## config.mk

```make
export PLATFORM = sky130hd
export DESIGN_NAME = dmem_arbiter_flat
export DESIGN_NICKNAME = d
export VERILOG_FILES = /design/src/rtl/dmem_arbiter_if.sv /design/src/rtl/dmem_arbiter.sv /design/src/flat_wrapper.sv
export SDC_FILE = /design/constraint.sdc
export NUM_CORES = 1
export LEC_CHECK = 0
export CAP_MARGIN = 20
export CORE_AREA = 2 2 121 123
export CTS_CLUSTER_SIZE = 8
export DETAILED_ROUTE_END_ITERATION = 10
export DIE_AREA = 0 0 123 125
export PLACE_DENSITY = 0.61
export SLEW_MARGIN = 10
export SYNTH_ARGS = -nofsm -noshare
export SYNTH_HDL_FRONTEND = slang
export SYNTH_SLANG_ARGS = --single-unit
export TNS_END_PERCENT = 10
```

## constraint.sdc

```tcl
create_clock -name clk -period 2 [get_ports clk]
set_input_delay 0.4 -clock clk [delete_from_list [all_inputs] [get_ports clk]]
set_output_delay 0.4 -clock clk [all_outputs]
set_load 0.005 [all_outputs]
```

## src/rtl/dmem_arbiter_if.sv

```systemverilog
// Requester and dmem-side signal bundle for dmem_arbiter.
// The arbiter uses the slave modport; the requesters and dmem model use master.
interface dmem_arbiter_if;
  logic        req0;
  logic [31:0] addr0;
  logic        we0;
  logic [2:0]  memop0;
  logic [31:0] wdata0;
  logic        gnt0;
  logic        rvalid0;
  logic [31:0] rdata0;
  logic        err0;

  logic        req1;
  logic [31:0] addr1;
  logic        we1;
  logic [2:0]  memop1;
  logic [31:0] wdata1;
  logic        gnt1;
  logic        rvalid1;
  logic [31:0] rdata1;
  logic        err1;

  logic [31:0] mem_addr;
  logic        mem_we;
  logic [2:0]  mem_memop;
  logic [31:0] mem_wdata;
  logic [31:0] mem_rdata;

  modport slave (
    input  req0, addr0, we0, memop0, wdata0,
    input  req1, addr1, we1, memop1, wdata1,
    input  mem_rdata,
    output gnt0, rvalid0, rdata0, err0,
    output gnt1, rvalid1, rdata1, err1,
    output mem_addr, mem_we, mem_memop, mem_wdata
  );

  modport master (
    output req0, addr0, we0, memop0, wdata0,
    output req1, addr1, we1, memop1, wdata1,
    output mem_rdata,
    input  gnt0, rvalid0, rdata0, err0,
    input  gnt1, rvalid1, rdata1, err1,
    input  mem_addr, mem_we, mem_memop, mem_wdata
  );
endinterface

```

## src/rtl/dmem_arbiter.sv

```systemverilog
// Two-port arbiter and access sequencer for the synchronous-read data memory.
// Serialises accesses, holds address/memop through the read latency, rejects misaligned ops.
module dmem_arbiter #(
  parameter int unsigned RD_LAT     = 1,
  parameter int unsigned PRIO_MODE  = 0,
  parameter int unsigned STARVE_MAX = 4
) (
  input logic           clk,
  input logic           rstn,
  dmem_arbiter_if.slave bus
);

  localparam int unsigned    SW       = (STARVE_MAX < 1) ? 1 : $clog2(STARVE_MAX + 1);
  localparam logic [1:0]     WcntInit = 2'(RD_LAT - 1);
  localparam logic [SW-1:0]  ScntMax  = SW'(STARVE_MAX);

  typedef enum logic [0:0] {StIdle, StRdWait} state_e;

  state_e        state_q;
  logic [1:0]    wcnt_q;
  logic [SW-1:0] scnt_q;
  logic          last_q;
  logic          owner_q;
  logic [31:0]   addr_q;
  logic [2:0]    memop_q;

  logic        tie_pick;
  logic        sel;
  logic        grant;
  logic [31:0] sel_addr;
  logic [31:0] sel_wdata;
  logic [2:0]  sel_memop;
  logic        sel_we;
  logic        misal;
  logic        rd_done;

  // b/bu never misalign; h/hu need even addresses; w and unused codes need word alignment.
  function automatic logic misaligned(input logic [31:0] a, input logic [2:0] op);
    logic r;
    case (op)
      3'b000, 3'b100: r = 1'b0;
      3'b001, 3'b101: r = a[0];
      default:        r = (a[1:0] != 2'b00);
    endcase
    return r;
  endfunction

  always_comb begin
    if (PRIO_MODE == 0) begin
      tie_pick = ~last_q;
    end else begin
      tie_pick = (scnt_q == ScntMax);
    end
    sel       = (bus.req0 && bus.req1) ? tie_pick : bus.req1;
    grant     = rstn && (state_q == StIdle) && (bus.req0 || bus.req1);
    sel_addr  = sel ? bus.addr1  : bus.addr0;
    sel_wdata = sel ? bus.wdata1 : bus.wdata0;
    sel_memop = sel ? bus.memop1 : bus.memop0;
    sel_we    = sel ? bus.we1    : bus.we0;
    misal     = misaligned(sel_addr, sel_memop);
    rd_done   = (state_q == StRdWait) && (wcnt_q == 2'd0);
  end

  always_comb begin
    bus.gnt0    = grant && !sel;
    bus.gnt1    = grant && sel;
    bus.err0    = grant && !sel && misal;
    bus.err1    = grant && sel && misal;
    // A misaligned load completes in its grant cycle with zero data.
    bus.rvalid0 = (rd_done && !owner_q) || (grant && !sel && misal && !sel_we);
    bus.rvalid1 = (rd_done && owner_q) || (grant && sel && misal && !sel_we);
    bus.rdata0  = (rd_done && !owner_q) ? bus.mem_rdata : 32'd0;
    bus.rdata1  = (rd_done && owner_q) ? bus.mem_rdata : 32'd0;

    bus.mem_addr  = 32'd0;
    bus.mem_memop = 3'd0;
    bus.mem_wdata = 32'd0;
    bus.mem_we    = 1'b0;
    if (grant) begin
      bus.mem_addr  = sel_addr;
      bus.mem_memop = sel_memop;
      bus.mem_wdata = sel_wdata;
      bus.mem_we    = sel_we && !misal;
    end else if (state_q == StRdWait) begin
      bus.mem_addr  = addr_q;
      bus.mem_memop = memop_q;
    end
  end

  always_ff @(posedge clk or negedge rstn) begin
    if (!rstn) begin
      state_q <= StIdle;
      wcnt_q  <= 2'd0;
      scnt_q  <= '0;
      last_q  <= 1'b1;
      owner_q <= 1'b0;
      addr_q  <= 32'd0;
      memop_q <= 3'd0;
    end else begin
      case (state_q)
        StIdle: begin
          if (grant && !sel_we && !misal) begin
            owner_q <= sel;
            addr_q  <= sel_addr;
            memop_q <= sel_memop;
            wcnt_q  <= WcntInit;
            state_q <= StRdWait;
          end
        end
        StRdWait: begin
          if (wcnt_q == 2'd0) begin
            state_q <= StIdle;
          end else begin
            wcnt_q <= wcnt_q - 2'd1;
          end
        end
        default: state_q <= StIdle;
      endcase

      if (grant) begin
        last_q <= sel;
      end

      if (!bus.req1 || (grant && sel)) begin
        scnt_q <= '0;
      end else if (grant && !sel && (scnt_q != ScntMax)) begin
        scnt_q <= scnt_q + 1'b1;
      end
    end
  end

endmodule

```

## src/flat_wrapper.sv

```systemverilog
// flat-port wrapper written by rule: the top's interface ports become plain ports
module dmem_arbiter_flat 
#(
  parameter int unsigned RD_LAT     = 1,
  parameter int unsigned PRIO_MODE  = 0,
  parameter int unsigned STARVE_MAX = 4
)
  (clk, rstn, bus_req0, bus_addr0, bus_we0, bus_memop0, bus_wdata0, bus_req1, bus_addr1, bus_we1, bus_memop1, bus_wdata1, bus_mem_rdata, bus_gnt0, bus_rvalid0, bus_rdata0, bus_err0, bus_gnt1, bus_rvalid1, bus_rdata1, bus_err1, bus_mem_addr, bus_mem_we, bus_mem_memop, bus_mem_wdata);
  dmem_arbiter_if bus_i ();
  input logic clk;
  input logic rstn;
  input wire logic [$bits(bus_i.req0)-1:0] bus_req0;
  input wire logic [$bits(bus_i.addr0)-1:0] bus_addr0;
  input wire logic [$bits(bus_i.we0)-1:0] bus_we0;
  input wire logic [$bits(bus_i.memop0)-1:0] bus_memop0;
  input wire logic [$bits(bus_i.wdata0)-1:0] bus_wdata0;
  input wire logic [$bits(bus_i.req1)-1:0] bus_req1;
  input wire logic [$bits(bus_i.addr1)-1:0] bus_addr1;
  input wire logic [$bits(bus_i.we1)-1:0] bus_we1;
  input wire logic [$bits(bus_i.memop1)-1:0] bus_memop1;
  input wire logic [$bits(bus_i.wdata1)-1:0] bus_wdata1;
  input wire logic [$bits(bus_i.mem_rdata)-1:0] bus_mem_rdata;
  output wire logic [$bits(bus_i.gnt0)-1:0] bus_gnt0;
  output wire logic [$bits(bus_i.rvalid0)-1:0] bus_rvalid0;
  output wire logic [$bits(bus_i.rdata0)-1:0] bus_rdata0;
  output wire logic [$bits(bus_i.err0)-1:0] bus_err0;
  output wire logic [$bits(bus_i.gnt1)-1:0] bus_gnt1;
  output wire logic [$bits(bus_i.rvalid1)-1:0] bus_rvalid1;
  output wire logic [$bits(bus_i.rdata1)-1:0] bus_rdata1;
  output wire logic [$bits(bus_i.err1)-1:0] bus_err1;
  output wire logic [$bits(bus_i.mem_addr)-1:0] bus_mem_addr;
  output wire logic [$bits(bus_i.mem_we)-1:0] bus_mem_we;
  output wire logic [$bits(bus_i.mem_memop)-1:0] bus_mem_memop;
  output wire logic [$bits(bus_i.mem_wdata)-1:0] bus_mem_wdata;
  assign bus_i.req0 = bus_req0;
  assign bus_i.addr0 = bus_addr0;
  assign bus_i.we0 = bus_we0;
  assign bus_i.memop0 = bus_memop0;
  assign bus_i.wdata0 = bus_wdata0;
  assign bus_i.req1 = bus_req1;
  assign bus_i.addr1 = bus_addr1;
  assign bus_i.we1 = bus_we1;
  assign bus_i.memop1 = bus_memop1;
  assign bus_i.wdata1 = bus_wdata1;
  assign bus_i.mem_rdata = bus_mem_rdata;
  assign bus_gnt0 = bus_i.gnt0;
  assign bus_rvalid0 = bus_i.rvalid0;
  assign bus_rdata0 = bus_i.rdata0;
  assign bus_err0 = bus_i.err0;
  assign bus_gnt1 = bus_i.gnt1;
  assign bus_rvalid1 = bus_i.rvalid1;
  assign bus_rdata1 = bus_i.rdata1;
  assign bus_err1 = bus_i.err1;
  assign bus_mem_addr = bus_i.mem_addr;
  assign bus_mem_we = bus_i.mem_we;
  assign bus_mem_memop = bus_i.mem_memop;
  assign bus_mem_wdata = bus_i.mem_wdata;
  dmem_arbiter #(.RD_LAT(RD_LAT), .PRIO_MODE(PRIO_MODE), .STARVE_MAX(STARVE_MAX)) u_core (.clk(clk), .rstn(rstn), .bus(bus_i));
endmodule
```

==> impl_metrics.csv, run 1 <==
group,metric,value,unit
run_status,outcome,"finished, violations left",
run_status,violations,"setup timing",
synthesis,yosysWarnings,0,
clocking,cts_buffer_depth,2,
synthesis,netlist_area,0.00320,mm²
clocking,numCtsBuffers,5,
cells_and_area,synthToLayoutAreaGrowth,142,%
critical_path,worstSetupPathType,"flop to output pin",
drt,vias,4337,
synthesis,avgSynthCellArea,8.43,µm²
placed_design,portBuffers,309,
power_and_ir_drop,power_frac_comb,47.5,%
power_and_ir_drop,total_power,3.94,mW
critical_path,worstPathRequired,1.60,ns
power_and_ir_drop,power_density,508,mW/mm²
drt,remaining_drc_errors,0,
timing,finalCritPeriodShare,115,%
clocking,postCtsHoldBufs,0,
floorplan,core_area,0.0142,mm²
global_route,grt_pass1_wl,24900,µm
global_route,grt_antenna_before_repair,1,
placed_design,hpwl,12200,µm
timing,holdWs,0.208,ns
clocking,cts_root_buf,"clkbuf_16",
timing,period_needed,2.31,ns
clocking,clock_latency,0.28,ns
timing,setup_viol,108,
critical_path,crit_path_max_fanout,7,
drt,wl,17100,µm
power_and_ir_drop,power.switching,1.22,mW
synthesis,yosys_most_used_dff,"dfrtp_1",
synthesis,ys_async_sr_fraction,100,%
floorplan,die_area,0.0154,mm²
drt,viasPerCell,4.47,
drt,dr.pass1.iters,4,
global_route,grt_pass1_vias,4435,
power_and_ir_drop,ir_drop,375,µV
synthesis,yosysMostFrequentCell,"mux2i_1",
power_and_ir_drop,p_clk_share,20.9,%
synthesis,ys_top_cells_by_count,"70 x mux2i_1, 64 x and2_1, 43 x nand2_1, 40 x inv_1, 39 x dfrtp_1",
clocking,cts.htree.levels,2,
timing,fin_skew,0.00398,ns
timing,hold_viol,0,
floorplan,io_pins,310,
job,maxCapViolCount,0,
clocking,clk_pin_slew,0.06,ns
cells_and_area,nets,958,
timing,fmax,0.434,GHz
timing,rsz0062_at_grt,"yes",
synthesis,syn_nets,553,
floorplan,fp.dieW,123,µm
drt,wl_per_cell,17.6,µm
global_route,overflow,0,
synthesis,synth-seq-area-share,31.3,%
power_and_ir_drop,leakagePower,3.58,nW
timing,tightest_slew,0.526,ns
global_route,grt_max_degree,41,
cells_and_area,final_layout_size_suffix_gt1_share,40.3,%
synthesis,syn_inst,380,
clocking,clock_sinks,40,
critical_path,crit_path_start_kind,"flop",
clocking,cts_tree,"done",
min_path,hp-class,"input pin to async pin",
placed_design,pre_cts_ws,-0.828,ns
critical_path,cp.arrival,1.91,ns
critical_path,cp-end-kind,"output pin",
power_and_ir_drop,intPower,2.72,mW
timing,layout_setup_ws,-0.306,ns
drt,drt_iter0_drc,123,
synthesis,synth_top_area_cell,"dfrtp_1",
power_and_ir_drop,power.share.switching,31.0,%
power_and_ir_drop,seqPwrFrac,31.7,%
cells_and_area,utilization,54.6,%
synthesis,yosys-top-cells-area,"dfrtp_1 30%, mux2i_1 22%, and2_1 13%",
synthesis,synth_edf_count,0,
cells_and_area,nFillCells,1302,
synthesis,synthDistinctLibCells,28,
timing,slew_headroom,64.9,%
drt,ant_nets,0,
floorplan,start_util,22.5,%
floorplan,placementRows,44,
timing,final_max_slew_viol_count,0,
synthesis,ys_seq_elements,40,
floorplan,die_h,125,µm
synthesis,synth_largest_type_area_fraction,30.5,%
placed_design,gp_congestion,0.771,
global_route,track_usage,21.1,%
==> flip-flops by register name (all words and copies together), names as in the netlist <==
signal	count
u_core.wcnt_q	2
u_core.addr_q	32
u_core.owner_q	1
u_core.last_q	1
u_core.memop_q	3
u_core.state_q	1
==> metrics by stage <==
step | cells | area, µm² | TNS (ns)
finish | 971 | 7750 | -13.88
global route | 971 | 7750 | -23.40
CTS | 962 | 7640 | -17.84
detailed placement | 909 | 6980 | -72.62
global placement | 909 | 6980 | -65.15
floorplan | 380 | 3200 | 0
==> per-layer routing <==
metal  share of wire (%)  wire length (µm)  vias to the layer above  GRT usage [%]
met4                 2.8               484                        0           6.82
met2                  51              8790                      184           39.1
met1                  38              6570                     2029           23.8
met5                   0                 0                        -              0
li1                    -                 -                     2102              -
met3                 7.2              1240                       22           4.06
==> cells by family (layout without fill, tap and decap cells) <==
group                      count (synthesis)  in the layout  synth area share [%]
and+or+nand+nor                          120            120                  19.7
AOI/OAI and AO/OA                         82             82                  18.0
muxes                                     70             70                  21.9
buffers and inverters                     67            473                  8.79
DFF                                       40             40                  31.3
adders and majority gates                  1              1                 0.391
other                                      0              1                     0
==> final timing paths <==
path | slack (ns) | start | cells after the start | to
worst max-delay path | -0.31 | u_core.last_q | 8 | bus_mem_addr[1]
worst min-delay path | 0.21 | rstn | 2 | u_core.addr_q[22]
worst max register to register | 0.03 | u_core.last_q | 9 | u_core.addr_q[24]
worst min register to register | 0.52 | u_core.memop_q[1] | 2 | u_core.memop_q[1]
max in group asynchronous | 1.42 | rstn | 2 | u_core.last_q
min in group clk | 0.52 | u_core.memop_q[1] | 2 | u_core.memop_q[1]
==> timing repair <==
action | 4_1_cts | 5_1_grt
gates resized for setup | 542 | 107
cloned | 10 | 1
setup buffers | 35 | 8
pin swaps | 18 | 14
endpoints found under the setup margin | 176 | 173
==> power by group through the flow <==
stage / sequential, mW / combinational [mW] / clock [mW]
floorplan: 1.21 / 0.597 / 0
global placement: 1.24 / 1.57 / 0
detailed placement: 1.25 / 1.60 / 0
CTS: 1.24 / 1.80 / 0.852
global route: 1.28 / 2.03 / 0.890
finish: 1.25 / 1.87 / 0.823
==> critical path, cell delays in order, from the launching register on <==
cell      delay [ns]
dfstp_2         0.56
buf_6           0.10
a21boi_4        0.06
buf_6           0.14
buf_12          0.12
buf_12          0.14
mux2i_4         0.19
o21ai_2         0.17
buf_2           0.15
==> final cells by class <==
class / instances / area, µm² / area share [%]
antenna: 1 / 2.50 / 0.0323
clock buffer: 7 / 143 / 1.84
clock inverter: 1 / 7.51 / 0.0969
inverter: 40 / 158 / 2.03
multi-input combinational: 273 / 2310 / 29.8
sequential: 40 / 1000 / 12.9
tap: 184 / 230 / 2.97
timing repair buffer: 425 / 3900 / 50.3
==> cell usage in the layout (no fill, tap or decap), drive strengths merged <==
master	n
buf	202
clkdlybuf4s50	164
mux2i	70
and2	64
nand2	44
dfrtp	39
inv	39
o21ai	38
a22o	32
clkbuf	31
clkdlybuf4s15	24
dlygate4sd2	9
nand2b	4
nor2	4
o32ai	4
a21oi	3
nand3	3
a21boi	2
diode	1
nor2b	1
clkinv	1
o21a	1
a21o	1
o22ai	1
ha	1
clkinvlp	1
bufbuf	1
dlymetal6s2s	1
dfstp	1
No activity file was read; power rests on OpenSTA's default activity.
==> run 2: changes to the inputs <==
Settings changed: CTS_CLUSTER_SIZE 8 to 25, DONT_BUFFER_PORTS set to 1, PLACE_DENSITY 0.61 to 0.33, SKIP_CTS_REPAIR_TIMING set to 1.
==> run 2 against run 1 <==
The run still ends with setup timing left; count of clock-buffer cells in the layout decreased by 1; die area unchanged; combinational power decreased by 52%; hold slack improved by 0.024 ns; non-clock buffer count decreased by 397; largest cell class is now multi-input combinational cells; critical endpoint is now bus_mem_addr[0].
==> impl_metrics.csv, run 2 (same netlist as run 1, synthesis figures left out) <==
group,metric,value,unit
run_status,outcome,"finished, violations left",
run_status,violations,"setup timing",
drt,remaining_drc_errors,0,
power_and_ir_drop,total_power,3.04,mW
power_and_ir_drop,leakagePower,1.71,nW
cells_and_area,reg_top3,"u_core.addr_q: 32 flops, u_core.memop_q: 3 flops, u_core.wcnt_q: 2 flops",
clocking,clk_pin_slew,0.06,ns
cells_and_area,final_common_cell,"mux2i_1",
clocking,numCtsBuffers,5,
timing,finalCritPeriodShare,104,%
cells_and_area,top_register,"u_core.addr_q",
critical_path,crit_path_max_fanout,7,
placed_design,dp.cells,555,
clocking,clock_sinks,40,
critical_path,cp-end-kind,"output pin",
critical_path,worstPathRequired,1.60,ns
floorplan,start_util,22.5,%
critical_path,worstSetupPathType,"flop to output pin",
clocking,cts_tree,"done",
timing,tightest_slew,0.418,ns
placed_design,placed_cell_area,0.00350,mm²
cells_and_area,nFillCells,1559,
floorplan,fp.dieW,123,µm
placed_design,pre_cts_ws,0.0363,ns
cells_and_area,stdcell_count,573,
clocking,cts_root_buf,"clkbuf_16",
floorplan,die_area,0.0154,mm²
min_path,hp-class,"input pin to flop",
clocking,cts_buffer_depth,2,
drt,wl_per_cell,22.2,µm
global_route,globalRouteMet2Util,21.4,%
critical_path,r2r_slack,0.20,ns
global_route,track_usage,14.5,%
global_route,grtUsageMet1,19.0,%
clocking,clock_latency,0.28,ns
timing,fin_skew,0.00401,ns
cells_and_area,utilization,28.1,%
critical_path,max_stage_delay,0.58,ns
drt,vias,2843,
placed_design,portBuffers,0,
timing,setup_viol,46,
floorplan,core_area,0.0142,mm²
drt,wl,12700,µm
timing,fmax,0.481,GHz
floorplan,placementRows,44,
cells_and_area,final_cell_mix,"65 x mux2i_1, 63 x and2_1, 42 x nand2_1, 39 x dfrtp_1, 38 x inv_1",
clocking,cts.htree.levels,2,
timing,holdWs,0.232,ns
critical_path,critPathMostFrequentCell,"buf_4",
critical_path,cp.arrival,1.68,ns
global_route,grt_antenna_before_repair,1,
global_route,grt_pass1_vias,2632,
timing,slew_headroom,72.1,%
job,maxCapViolCount,0,
drt,viasPerCell,4.96,
drt,dr.pass1.iters,4,
timing,final_max_slew_viol_count,0,
placed_design,gp_congestion,0.785,
cells_and_area,synthToLayoutAreaGrowth,24.7,%
cells_and_area,diodes,0,
power_and_ir_drop,power_density,762,mW/mm²
cells_and_area,stdcell_area,0.00399,mm²
timing,hold_viol,0,
global_route,grt-busiest-layer,"met2",
global_route,grt_max_degree,42,
floorplan,io_pins,310,
floorplan,die_h,125,µm
cells_and_area,largest_register_ff_count,32,
timing,setup_tns,-0.902,ns
critical_path,path_cells,"a21boi_4, buf_12, buf_4, mux2i_1, buf_4, o21ai_2, buf_4",
critical_path,worst_path_max_delay_cell,"dfstp_2",
cells_and_area,seqCellArea,0.00100,mm²
cells_and_area,final_layout_size_suffix_gt1_share,15.9,%
cells_and_area,nets,561,
global_route,grt_pass1_wl,16900,µm
power_and_ir_drop,ir_drop,254,µV
critical_path,crit_path_start_kind,"flop",
cells_and_area,multiInputGateArea,0.00209,mm²
global_route,grtUsageMet3,7.85,%
drt,drt_iter0_drc,113,
drt,ant_nets,0,
placed_design,hpwl,9510,µm
timing,layout_setup_ws,-0.0795,ns
global_route,overflow,0,
timing,rsz0062_at_grt,"yes",
timing,period_needed,2.08,ns
==> run 2: cell count changes in the layout (fill, tap and decap cells not counted), sizes merged, moves of 9 or more <==
| cell | delta |
|---|---|
| buf | -177 |
| clkbuf | -23 |
| clkdlybuf4s15 | -24 |
| clkdlybuf4s50 | -164 |
| dlygate4sd2 | -9 |
==> run 2: layout make-up <==
type                       count  share of cell area [%]
clock buffer                   6                    3.23
inverter                      40                    3.82
timing repair buffer          28                    8.74
multi-input combinational    273                    52.5
sequential                    40                    25.1
tap                          184                    5.77
clock inverter                 2                   0.877
==> run 2: power breakdown <==
group          internal (mW)  total [mW]  switching (mW)
logic                  0.408       0.890           0.482
clock network          0.587       0.914           0.326
registers               1.09        1.24           0.151
total                   2.08        3.04           0.960
==> run 2: metal layers <==
layer,part of all wire [%],up-vias
li1,-,1300
met1,40,1386
met2,45,147
met3,14,8
met4,0.51,2
met5,0.13,-
==> run 2: worst paths after layout <==
path	from	cells after the start	endpoint
max	u_core.last_q	7	bus_mem_addr[0]
min	bus_we1	1	u_core.owner_q
max reg2reg	u_core.last_q	6	u_core.addr_q[4]
min reg2reg	u_core.last_q	2	u_core.last_q
max in group asynchronous	rstn	2	u_core.last_q
min in group asynchronous	rstn	2	u_core.addr_q[3]
==> run 2: critical path: cells and delay by family, from the launching register on <==
kind / cells / cell delay, ns
compound gates: 2 / 0.17
buf+inv: 4 / 0.54
flops: 1 / 0.58
mux: 1 / 0.11
